[src/rtl/irom_port_arbiter.sv]
// ============================================================================
// Module   : irom_port_arbiter
// Purpose  : Round-robin share of one combinational instruction ROM between
//            core fetch (IF) and the data/debug load port (DP), registered
//            1-cycle responses with alignment/range error reporting.
// Revision : 1.0 - initial release
// ============================================================================
`default_nettype none

module irom_port_arbiter #(
  parameter int                ADDR_W    = 32,
  parameter int                DATA_W    = 32,
  parameter int                ROM_WORDS = 64,
  parameter logic [ADDR_W-1:0] BASE_ADDR = 32'h0,
  parameter logic [DATA_W-1:0] NOP_WORD  = 32'h00000013
) (
  input  logic              clk,
  input  logic              rst,
  // IF requester
  input  logic              i_if_req_valid,
  output logic              o_if_req_ready,
  input  logic [ADDR_W-1:0] i_if_req_addr,
  input  logic              i_if_flush,
  output logic              o_if_rsp_valid,
  input  logic              i_if_rsp_ready,
  output logic [DATA_W-1:0] o_if_rsp_data,
  output logic              o_if_rsp_err,
  // DP requester
  input  logic              i_dp_req_valid,
  output logic              o_dp_req_ready,
  input  logic [ADDR_W-1:0] i_dp_req_addr,
  output logic              o_dp_rsp_valid,
  input  logic              i_dp_rsp_ready,
  output logic [DATA_W-1:0] o_dp_rsp_data,
  output logic              o_dp_rsp_err,
  // ROM
  output logic [ADDR_W-1:0] o_rom_addr,
  input  logic [DATA_W-1:0] i_rom_data
);

  localparam logic [ADDR_W:0] c_ROM_BYTES = (ADDR_W+1)'(4 * ROM_WORDS);

  typedef enum logic [0:0] {
    GNT_IF = 1'b0,
    GNT_DP = 1'b1
  } grant_t;

  grant_t            r_last_grant;
  grant_t            w_last_grant_nxt;
  logic              w_elig_if;
  logic              w_elig_dp;
  logic              w_gnt_if;
  logic              w_gnt_dp;
  logic [ADDR_W-1:0] w_sel_addr;
  logic [ADDR_W:0]   w_diff;
  logic              w_err;
  logic [DATA_W-1:0] w_rsp_data;

  logic              r_if_rsp_valid;
  logic [DATA_W-1:0] r_if_rsp_data;
  logic              r_if_rsp_err;
  logic              r_dp_rsp_valid;
  logic [DATA_W-1:0] r_dp_rsp_data;
  logic              r_dp_rsp_err;

  // A port may only win when its response slot is empty or draining this cycle.
  assign w_elig_if = i_if_req_valid && !i_if_flush && (!r_if_rsp_valid || i_if_rsp_ready);
  assign w_elig_dp = i_dp_req_valid && (!r_dp_rsp_valid || i_dp_rsp_ready);

  always_ff @(posedge clk) begin
    if (rst) begin
      r_last_grant <= GNT_DP;
    end else begin
      r_last_grant <= w_last_grant_nxt;
    end
  end

  always_comb begin
    w_gnt_if         = 1'b0;
    w_gnt_dp         = 1'b0;
    w_last_grant_nxt = r_last_grant;
    if (!rst) begin
      if (w_elig_if && (!w_elig_dp || r_last_grant == GNT_DP)) begin
        w_gnt_if         = 1'b1;
        w_last_grant_nxt = GNT_IF;
      end else if (w_elig_dp) begin
        w_gnt_dp         = 1'b1;
        w_last_grant_nxt = GNT_DP;
      end
    end
  end

  assign o_if_req_ready = w_gnt_if;
  assign o_dp_req_ready = w_gnt_dp;

  // The extra top bit of w_diff is the borrow, flagging addresses below BASE_ADDR.
  assign w_sel_addr = w_gnt_dp ? i_dp_req_addr : i_if_req_addr;
  assign w_diff     = {1'b0, w_sel_addr} - {1'b0, BASE_ADDR};
  assign o_rom_addr = w_diff[ADDR_W-1:0];
  assign w_err      = (w_sel_addr[1:0] != 2'b00) || (w_diff >= c_ROM_BYTES);
  assign w_rsp_data = w_err ? NOP_WORD : i_rom_data;

  always_ff @(posedge clk) begin
    if (rst) begin
      r_if_rsp_valid <= 1'b0;
      r_if_rsp_data  <= '0;
      r_if_rsp_err   <= 1'b0;
    end else if (w_gnt_if) begin
      r_if_rsp_valid <= 1'b1;
      r_if_rsp_data  <= w_rsp_data;
      r_if_rsp_err   <= w_err;
    end else if (i_if_flush || i_if_rsp_ready) begin
      r_if_rsp_valid <= 1'b0;
    end
  end

  always_ff @(posedge clk) begin
    if (rst) begin
      r_dp_rsp_valid <= 1'b0;
      r_dp_rsp_data  <= '0;
      r_dp_rsp_err   <= 1'b0;
    end else if (w_gnt_dp) begin
      r_dp_rsp_valid <= 1'b1;
      r_dp_rsp_data  <= w_rsp_data;
      r_dp_rsp_err   <= w_err;
    end else if (i_dp_rsp_ready) begin
      r_dp_rsp_valid <= 1'b0;
    end
  end

  assign o_if_rsp_valid = r_if_rsp_valid;
  assign o_if_rsp_data  = r_if_rsp_data;
  assign o_if_rsp_err   = r_if_rsp_err;
  assign o_dp_rsp_valid = r_dp_rsp_valid;
  assign o_dp_rsp_data  = r_dp_rsp_data;
  assign o_dp_rsp_err   = r_dp_rsp_err;

endmodule

`default_nettype wire

[config.mk]
export PLATFORM = sky130hd
export DESIGN_NAME = irom_port_arbiter
export DESIGN_NICKNAME = d
export VERILOG_FILES = /design/src/rtl/irom_port_arbiter.sv
export SDC_FILE = /design/constraint.sdc
export NUM_CORES = 1
export LEC_CHECK = 0
export BUFFER_PORTS_ARGS = -buffer_cell sky130_fd_sc_hd__buf_4
export CORE_MARGIN = 5
export CORE_UTILIZATION = 43
export DETAILED_ROUTE_END_ITERATION = 7
export GPL_ROUTABILITY_DRIVEN = 1
export PLACE_DENSITY_LB_ADDON = 0.05
export SLEW_MARGIN = 0
export SYNTH_ARGS = -nofsm -noshare
export SYNTH_HDL_FRONTEND = slang
export SYNTH_SLANG_ARGS = --single-unit
[constraint.sdc]
create_clock -name clk -period 2.3 [get_ports clk]
set_input_delay 0.23 -clock clk [delete_from_list [all_inputs] [get_ports clk]]
set_output_delay 0.23 -clock clk [all_outputs]
set_load 0.02 [all_outputs]
==> flow_summary_export.csv <==
group,metric,value,unit
synth,yosys_warnings,0,
timing,slew_headroom,0.692,
synth,syn_inst,272,
routing,drc,0,
clock_network,numCtsBuffers,9,
layout,area_growth,58.5,%
clock_network,clk_pin_slew_worst_paths,0.08,ns
global_route,grt_pass1_wl,15.6,mm
timing,fin_crit,2.22,ns
outcome,status,"completed",
floorplanning,num_rows,31,
layout,drive_gt1_frac,0.647,
routing,wl_per_cell,17.8,microns
layout,finalNetCount,581,
layout,diodes,0,
synth,synth_nets,375,
clock_network,cts_root_buf,"clkbuf_8",
clock_network,clk_path_buf_depth,2,
synth,synth.distinct_cells,37,
timing,skew,0.00767,ns
timing,fin_crit_sh,0.967,
timing,maxSlewViolCount,0,
timing,max_slew.worst_pin.slew,0.462,ns
placed_design,dpl_cell_area,4810,sq um
routing,ant_nets,0,
placed_design,hpwl,8.02,mm
synth,yosysMostFrequentCell,"dfxtp_1",
synth,synthTopCellsByArea,"dfxtp_1 43%, mux2_4 15%, a22o_1 7.9%, a31o_2 7.9%, nor3b_1 6.8%",
critical_path,required,2.07,ns
clock_network,insertion_delay,0.33,ns
placed_design,gp_congestion,0.883,
floorplanning,die_w,96.2,microns
synth,syn_area_per_cell,11.8,sq um
timing,setup_tns,0,ns
routing,vias_per_cell,5.18,
floorplanning,die_h,96.2,microns
critical_path,path_max_fanout,8,
synth,syn_area,3200,sq um
critical_path,critical_path_class,"register to output pin",
timing,finalWorstSetupSlack,0.0768,ns
floorplanning,io_pins,205,
routing,firstDrtPassIters,4,
power_and_ir_drop,p_per_area,566,nW/um^2
routing,drt-initial-drc-count,84,
clock_network,cts_sinks,69,
floorplanning,dieArea,9260,sq um
synth,ys.flop_type,"dfxtp_1",
timing,hold_violations,0,
layout,final_area,5070,sq um
critical_path,startpoint_type,"register",
hold_path,hp-class,"input pin to register",
power_and_ir_drop,total_power,0.00287,W
floorplanning,core,7250,sq um
synth,ys_seq_area_frac,0.432,
power_and_ir_drop,ir_worst_vdd,0.311,mV
clock_network,cts_htree_levels,3,
global_route,grt_use_total,0.218,
global_route,grt_overflow,0,
global_route,grt_antenna_before_repair,0,
critical_path,r2r_slack,0.63,ns
global_route,grt_pass1_vias,3104,
timing,rsz0062_at_grt,"false",
timing,fmax,450,MHz
synth,synth_top_area_frac,0.432,
synth,synth_top_area_cell,"dfxtp_1",
placed_design,pre_cts_slack,0.294,ns
critical_path,crit_arrival,1.99,ns
global_route,grt_max_degree,44,
power_and_ir_drop,p_leak,2.44,nW
critical_path,end_kind,"output pin",
floorplanning,initial_core_util,0.441,
routing,vias,3008,
synth,ys_seq_elements,69,
placed_design,port_buffers,204,
run,drv_cap,0,
synth,postSynth.asyncResetShare,0,
routing,drt-total-wl,10.3,mm
timing,setup_violations,0,
clock_network,hold_buffers,0,
clock_network,cts_tree,"built",
synth,synth_common_cells,"69 x dfxtp_1, 32 x mux2_4, 29 x a22o_1, 29 x a31o_2, 29 x nor3b_1",
layout,utilization,0.699,
synth,synth_enable_flop_cells,0,
==> worst max-delay path, stage by stage, from the launching register on <==
cell and delay [ns]:
dfxtp_2 0.34, inv_2 0.06, o311ai_4 0.32, or2_4 0.27
buf_6 0.18, mux2_4 0.31, buf_4 0.16
==> per-stage QoR <==
| stage | cells | hold slack [ns] |
|---|---|---|
| 2_1_floorplan | 272 | 0.355 |
| 3_3_place_gp | 563 | 0.450 |
| 3_5_place_dp | 563 | 0.457 |
| 4_1_cts | 578 | 0.0957 |
| 5_1_grt | 581 | 0.0914 |
| 6_report | 581 | 0.104 |
==> sequential cells by signal, indices dropped and copies added (netlist names) <==
| name | count |
|---|---|
| o_dp_rsp_valid | 1 |
| o_if_rsp_valid | 1 |
| o_dp_rsp_err | 1 |
| o_if_rsp_data | 32 |
| o_dp_rsp_data | 32 |
| o_if_rsp_err | 1 |
| r_last_grant | 1 |
==> worst paths after layout <==
kind,startpoint,to,cells after the start
worst min-delay path,i_rom_data[6],o_dp_rsp_data[6],2
worst min register to register,o_if_rsp_err,o_if_rsp_err,2
worst max-delay path,r_last_grant,o_rom_addr[15],6
worst max register to register,o_dp_rsp_valid,o_if_rsp_err,5
==> cells in the final DEF (no fill, tap or decap), drive strengths merged <==
| master | n |
|---|---|
| nand2 | 1 |
| nand4 | 2 |
| or2 | 2 |
| bufinv | 2 |
| clkinv | 3 |
| nor4 | 13 |
| nor2b | 2 |
| nor3b | 29 |
| clkbuf | 11 |
| mux2i | 1 |
| and2b | 1 |
| nand2b | 3 |
| o21bai | 3 |
| o311ai | 1 |
| a22o | 29 |
| a21o | 1 |
| a31oi | 4 |
| nand3 | 2 |
| nor3 | 3 |
| inv | 5 |
| a31o | 29 |
| dfxtp | 69 |
| a21oi | 1 |
| buf | 218 |
| mux2 | 32 |
| nor2 | 5 |
| o21ai | 5 |
| a311oi | 1 |
| nand3b | 4 |
==> report_power, final <==
group | internal (W) | switching [W] | leakage (nW) | total, W
Combinational | 0.000306 | 0.000271 | 1.78 | 0.000577
Sequential | 0.00121 | 0.00000917 | 0.558 | 0.00122
Clock | 0.000611 | 0.000461 | 0.107 | 0.00107
==> what timing repair did <==
action	in CTS	in global routing
gates cloned	0	2
endpoints found under the setup margin	30	24
resized for setup	1	3
setup buffers	0	1
pin swaps	0	2
==> logic make-up (layout without fill, tap and decap cells) <==
| family | Yosys count | after routing | share of synthesized area |
|---|---|---|---|
| AO/OA/AOI/OAI | 74 | 74 | 0.198 |
| flip-flops | 69 | 69 | 0.432 |
| AND/OR/NAND/NOR | 66 | 67 | 0.155 |
| multiplexers | 33 | 33 | 0.153 |
| buffers and inverters | 30 | 239 | 0.0607 |
==> metal layers <==
| metal | global-route usage | routed length, microns | vias to the layer above |
|---|---|---|---|
| met1 | 0.242 | 3880 | 1408 |
| met5 | 0 | 0 | - |
| met2 | 0.382 | 5260 | 136 |
| li1 | - | - | 1448 |
| met3 | 0.0766 | 1020 | 16 |
| met4 | 0.0758 | 186 | 0 |
==> cell type report <==
| type | count | area (sq um) |
|---|---|---|
| clock buffer | 10 | 128 |
| fill | 555 | 2190 |
| sequential | 69 | 1380 |
| multi-input combinational | 174 | 1650 |
| timing repair buffer | 219 | 1680 |
| tap | 99 | 124 |
| inverter | 5 | 21.3 |
| clock inverter | 5 | 86.3 |
Power figures use the tool's default switching activity.
